File: config.mk
export PLATFORM = sky130hd
export DESIGN_NAME = hazard_control_unit
export DESIGN_NICKNAME = d
export VERILOG_FILES = /design/src/rtl/hazard_control_unit.sv
export SDC_FILE = /design/constraint.sdc
export NUM_CORES = 1
export LEC_CHECK = 0
export CORE_MARGIN = 4
export CORE_UTILIZATION = 41
export DETAILED_ROUTE_END_ITERATION = 6
export GPL_TIMING_DRIVEN = 0
export PLACE_DENSITY = 0.72
export SLEW_MARGIN = 25
export SYNTH_ARGS = -nofsm -noshare
export SYNTH_HDL_FRONTEND = slang
export SYNTH_SLANG_ARGS = --single-unit
File: constraint.sdc
create_clock -name CLK -period 2.15 [get_ports CLK]
set_clock_uncertainty 0.05 [all_clocks]
set_input_delay 0.3225 -clock CLK [delete_from_list [all_inputs] [get_ports CLK]]
set_output_delay 0.3225 -clock CLK [all_outputs]
set_load 0.02 [all_outputs]
File: src/rtl/hazard_control_unit.sv
// Pipeline sequencing controller: load-use stalls, branch/jump flushes, halt drain, stall counter.
// Control outputs are combinational from state and current inputs; state and counters update on CLK.
module hazard_control_unit #(
  parameter int DRAIN_CYCLES = 3,
  parameter int CNT_W        = 16
) (
  input  logic             CLK,
  input  logic             Reset,
  input  logic [4:0]       ID_rs,
  input  logic [4:0]       ID_rt,
  input  logic             ID_UsesRt,
  input  logic             ID_Jump,
  input  logic             ID_Halt,
  input  logic             EX_MemRead,
  input  logic [4:0]       EX_WriteReg,
  input  logic             EX_BranchTaken,
  output logic             PCWre,
  output logic             IF_ID_Wre,
  output logic             IF_ID_Flush,
  output logic             ID_EX_Flush,
  output logic             Halted,
  output logic [CNT_W-1:0] StallCount
);

  typedef enum logic [1:0] {
    ST_RUN    = 2'd0,
    ST_DRAIN  = 2'd1,
    ST_HALTED = 2'd2
  } state_t;

  localparam logic [3:0] DRAIN_INIT = 4'(DRAIN_CYCLES - 1);

  state_t           state_q, state_d;
  logic [3:0]       drain_q, drain_d;
  logic [CNT_W-1:0] stall_cnt_q, stall_cnt_d;

  logic load_use;
  logic stall_sat;

  // $0 is hardwired to zero, so a load targeting it never creates a dependency.
  always_comb begin
    load_use = EX_MemRead && (EX_WriteReg != 5'd0) &&
               ((EX_WriteReg == ID_rs) || (ID_UsesRt && (EX_WriteReg == ID_rt)));
  end

  assign stall_sat  = &stall_cnt_q;
  assign StallCount = stall_cnt_q;

  always_comb begin
    PCWre       = 1'b1;
    IF_ID_Wre   = 1'b1;
    IF_ID_Flush = 1'b0;
    ID_EX_Flush = 1'b0;
    Halted      = 1'b0;
    state_d     = state_q;
    drain_d     = drain_q;
    stall_cnt_d = stall_cnt_q;

    if (Reset) begin
      PCWre       = 1'b0;
      IF_ID_Wre   = 1'b0;
      IF_ID_Flush = 1'b1;
      ID_EX_Flush = 1'b1;
      Halted      = 1'b0;
    end else begin
      case (state_q)
        ST_RUN: begin
          if (EX_BranchTaken) begin
            // Everything younger than the branch is wrong-path, including any hazard it raises.
            IF_ID_Flush = 1'b1;
            ID_EX_Flush = 1'b1;
            PCWre       = 1'b1;
          end else if (load_use) begin
            PCWre       = 1'b0;
            IF_ID_Wre   = 1'b0;
            ID_EX_Flush = 1'b1;
            if (!stall_sat) begin
              stall_cnt_d = stall_cnt_q + 1'b1;
            end
          end else if (ID_Jump) begin
            IF_ID_Flush = 1'b1;
          end else if (ID_Halt) begin
            PCWre       = 1'b0;
            IF_ID_Flush = 1'b1;
            state_d     = ST_DRAIN;
            drain_d     = DRAIN_INIT;
          end
        end

        ST_DRAIN: begin
          PCWre       = 1'b0;
          IF_ID_Wre   = 1'b1;
          IF_ID_Flush = 1'b1;
          ID_EX_Flush = 1'b1;
          if (drain_q == 4'd0) begin
            state_d = ST_HALTED;
          end else begin
            drain_d = drain_q - 4'd1;
          end
        end

        ST_HALTED: begin
          PCWre       = 1'b0;
          IF_ID_Wre   = 1'b0;
          IF_ID_Flush = 1'b1;
          ID_EX_Flush = 1'b1;
          Halted      = 1'b1;
        end

        default: begin
          state_d = ST_RUN;
          drain_d = 4'd0;
        end
      endcase
    end
  end

  always_ff @(posedge CLK) begin
    if (Reset) begin
      state_q     <= ST_RUN;
      drain_q     <= 4'd0;
      stall_cnt_q <= '0;
    end else begin
      state_q     <= state_d;
      drain_q     <= drain_d;
      stall_cnt_q <= stall_cnt_d;
    end
  end

endmodule

Word-level counts from Yosys, hierarchy flattened. Cells that the tools add are included.

Mux-type cells: 34. Reductions and logical operators: 12. Bitwise gates (word level): 3. Add/subtract/negate cells: 2. Eq/ne operators: 10.

Operators by type and width (count): 2-to-1 mux 4 bit (5); 2-to-1 mux 1 bit (18); adder 16 x 1 -> 16 bit, second input constant (1); AND reduction 16 bit (1); inequality test 2 bit, second input constant (6); case mux 4 bit (3 select lines) (1); AND reduction 6 bit (2); == test 5 bit (2); 2-to-1 mux 2 bit (5); case mux 1 bit (2 select lines) (4); case mux 2 bit (3 select lines) (1); nonzero test 5 bit (1); zero test 4 bit (1); AND reduction 4 bit (1); subtractor 4 x 1 -> 4 bit, second input constant (1); logical AND 1 bit (3); NOT 1 bit (3); == test 2 x 1 -> 1 bit, second input constant (1); == test 2 bit, second input constant (1); zero test 2 bit (1); OR reduction 2 bit (1); logical OR 1 bit (1).

Bits in registers: 22. Output and inout bits: 21. Input bits: 22. Word-level logic and storage cells: 64.

Logic depth before layout (Yosys ltp).
Depth in word-level cells: 8. Depth in mapped cells: 8. Mapped depth without buffers: 8.

Least setup slack after synthesis. No wires, ideal clock.

Path kind: in2out. Start: input port EX_WriteReg[1]. End: output port PCWre. Stages on the path: 5. Arrival time: 1.868 ns. Setup slack: -0.090 ns. Path buffers: 0. Required time: 1.778 ns. Path through: or4_4 o21ai_4 or2_2 nand2_1 a221oi_1.

Cells in the longest elaborated chain, start to end: 8. Elaborated cells between the ends (all ways): 11. Classes of those cells: eq/ne: 2; mux: 4; reduce/logical: 5.

RTL lines: start, declared (RTL line 15) `input logic [4:0] EX_WriteReg,`; == test 5 bit (RTL line 43) `((EX_WriteReg == ID_rs) || (ID_UsesRt && (EX_WriteReg == ID_rt)));`; logical AND 1 bit (RTL line 43); logical OR 1 bit (RTL line 43); logical AND 1 bit * (RTL line 42) `load_use = EX_MemRead && (EX_WriteReg != 5'd0) &&`; 2-to-1 mux 1 bit * (RTL line 73) `end else if (load_use) begin`; 2-to-1 mux 1 bit * (RTL line 68) `if (EX_BranchTaken) begin`; case mux 1 bit (2 select lines) * (RTL line 66) `case (state_q)`; 2-to-1 mux 1 bit * (RTL line 59) `if (Reset) begin`; end, declared (RTL line 17) `output logic PCWre,`.

Mark *: on every way between the ends. The rest lies on a longest branch, timed or not.

Worst setup path after layout.
Start: input port EX_WriteReg[1]. End: output port ID_EX_Flush.

Cells in the longest elaborated chain, start to end: 8. Elaborated cells between the ends (all ways): 11. Classes of those cells: eq/ne: 2; mux: 4; reduce/logical: 5.

RTL lines: == test 5 bit (RTL line 43); logical AND 1 bit (RTL line 43); logical OR 1 bit (RTL line 43); logical AND 1 bit * (RTL line 42); 2-to-1 mux 1 bit * (RTL line 73); 2-to-1 mux 1 bit * (RTL line 68); case mux 1 bit (2 select lines) * (RTL line 66); 2-to-1 mux 1 bit * (RTL line 59); end, declared (RTL line 20) `output logic ID_EX_Flush,`.

Marks and branches as above.

==> impl_metrics.yaml <==
worst_setup_path:
  cp_data_required_time_ns: 1.78
  cp-end-kind: "output port"
  worst-path-max-fanout: 4
  reg2reg_depth: 6
  cp.arrival_ns: 1.78
  critical_path_class: "in2out"
  cp-start-kind: "input pin"
floorplan:
  coreArea_um2: 3470
  initial_core_util_pct: 43.9
  io_pins: 43
  dieArea_um2: 4750
  fp-row-count: 21
  die_width_um: 68.9
  die_h_um: 68.9
logic_synthesis:
  synth_mux_area_share_pct: 6.41
  ys_ff_latch: 22
  syn-num-nets: 210
  synth-simple-area-share_pct: 31.5
  ys_seq_area_share_pct: 28.9
  yosys_warnings: 0
  avgSynthCellArea_um2: 8.41
  synth-edff-count: 0
  synthCells: 181
  synth_top_family_by_area: "simple AND/OR/NAND/NOR gates"
  synth_compound_area_share_pct: 14.5
  synth_xor_area_share_pct: 9.21
  ys.flop_type: "dfxtp_1"
  synth_cell_types: 45
  synthArstFlopShare_pct: 0
  synth_area_um2: 1520
  synthAdderAreaFrac_pct: 5.76
power:
  vdd_drop_max_uv: 524
  p_leak_nw: 0.873
  powerDensity_nw_per_um2: 666
grt:
  grt_use_met2_pct: 26.9
  grt_remaining_overflow: 0
  grt_usage_pct: 16.4
  grt.met3_usage_pct: 5.02
  use_met1_pct: 21.1
  grt-busiest-layer: "met2"
  grt_pass1_vias: 1373
  grt_pass1_wl_um: 6040
  grt_max_degree: 14
  antenna_found_initial: 0
clocking:
  cts_buffers: 3
  clockRootBuffer: "clkbuf_8"
  clkLatencyLatePin_ns: 0.27
  clk_pin_slew_ns: 0.08
  cts_tree: "built"
  clockBufferDepth: 2
  clock_sinks: 22
  cts.htree.levels: 1
final_layout:
  final_cell_mix: "21 x dfxtp_1, 20 x clkdlybuf4s50_1, 19 x nor2_1, 12 x nand2_1, 11 x buf_4"
  final_common_cell: "dfxtp_1"
  stdcell_count: 280
  syn_to_final_growth_pct: 44.9
  drive_gt1_share_pct: 25.6
  nNetsFinal: 264
  antenna_cells: 0
drt:
  route.antenna.remaining_nets: 0
  viasPerCell: 5.21
  drt-total-wl_um: 3790
  wl_per_cell_um: 13.5
  dr.pass1.iters: 4
  dr_total_vias: 1460
  remaining_drc_errors: 0
  drt_iter0_drc: 66
placement:
  post-place-ws_ns: -1.13
  gp_congestion: 0.773
  dpl.cell_count: 269
  io_buffers: 42
  dp_hpwl_um: 2790
timing:
  layout_setup_ws_ns: -0.00274
  clock.fmax_ghz: 0.465
  grt_setup_unrepaired: "true"
  setup_viol: 1
  tightest_slew_ns: 0.473
  finalMaxSlewViolations: 0
  finalCritPeriodShare_pct: 100
  period_needed_ns: 2.15
  hold_viol_final: 0
  maxSlewHeadroom_pct: 68.5
worst_hold_path:
  hold_class: "reg2reg"
  min_path_cells: 2
outcome:
  status: "complete, but fails checks"
  violations: "negative setup slack"
flow_run:
  maxCapViolations: 0
worst paths after layout:
kind | slack, ns | from | endpoint
setup reg to reg | 0.11 | StallCount[0]$_SDFFE_PP0P_ | StallCount[11]$_SDFFE_PP0P_
hold reg to reg | 0.46 | drain_q[3]$_SDFFE_PP0P_ | drain_q[3]$_SDFFE_PP0P_
setup / recovery | -0.003 | EX_WriteReg[1] | ID_EX_Flush
hold / removal | 0.46 | drain_q[3]$_SDFFE_PP0P_ | drain_q[3]$_SDFFE_PP0P_
cells by family after synthesis:
kind of cell	Yosys count
compound gates	28
simple gates	86
flops	22
buf+inv	13
mux	9
xor+xnor	16
fa+ha+maj	7
synth_stat cells (2+ instances only):
cell       n  share of area, %
dfxtp_1   22                29
nor2_1    19               4.7
nand2_1   13               3.2
nor2b_1   10               4.1
nor3_1    10               3.3
xor2_1    10               5.8
inv_1      9               2.2
a21oi_1    8               2.6
ha_1       7               5.8
nand4_1    7               2.9
o21ai_0    7               2.3
xnor2_1    6               3.5
mux2_2     4               3.0
nand3_1    4               1.3
and2_1     3               1.2
and3_1     3               1.2
and4_1     3               1.7
clkbuf_1   3              0.74
mux2i_1    3               2.0
mux2_1     2               1.5
or2_2      2              0.82
or3_1      2              0.82
or4_1      2              0.99
through the flow:
step	setup TNS, ns	cell area [um2]	total power, mW	util [%]	hold slack [ns]
after floorplan	0	1530	0.846	-	0.412
after global placement	-12.92	2010	1.01	57.9	0.435
after detailed placement	-13.09	2010	1.02	57.9	0.445
after CTS	-0.00792	2150	1.43	62.1	0.458
after global routing	-0.224	2200	1.56	63.6	0.480
final	-0.00274	2200	1.47	63.6	0.460
timing repair:
action / 4_1_cts / 5_1_grt
pin swaps: 17 / 12
cloned: 0 / 0
endpoints found under the setup margin: 21 / 12
hold buffers: 0 / 0
gates resized for setup: 73 / 23
buffers inserted: 7 / 1
endpoints found under the hold margin: 0 / 0
flip-flops by register name, indices dropped and copies added (netlist names):
register	count
StallCount	16
state_q	2
drain_q	4
routing by layer:
layer	share of wire, %	up-vias
met1	46	670
li1	-	745
met2	44	41
met5	0	-
met4	0.82	0
met3	9.5	4
power breakdown:
part / switching (mW) / internal (mW) / total [mW]
clock network: 0.145 / 0.249 / 0.394
registers: 0.0225 / 0.434 / 0.456
logic: 0.341 / 0.278 / 0.618
total: 0.508 / 0.960 / 1.47
layout make-up:
type,instances,area (um2)
plain buffers,3,18.8
clock buffers,3,41.3
clock inverters,1,30.0
fillers,302,1260
inverters,9,33.8
multi-input cells,146,1130
flip-flops and latches,22,442
well taps,46,57.6
repair buffers,50,453
critical path, stage by stage:
cell     delay (ns)
buf_6          0.11
xor2_2         0.18
nor4_4         0.31
a32oi_4        0.17
or2_4          0.27
nor2b_4        0.13
o21ai_2        0.15
buf_6          0.13
Note: power is estimated with default switching activity, not from simulation.
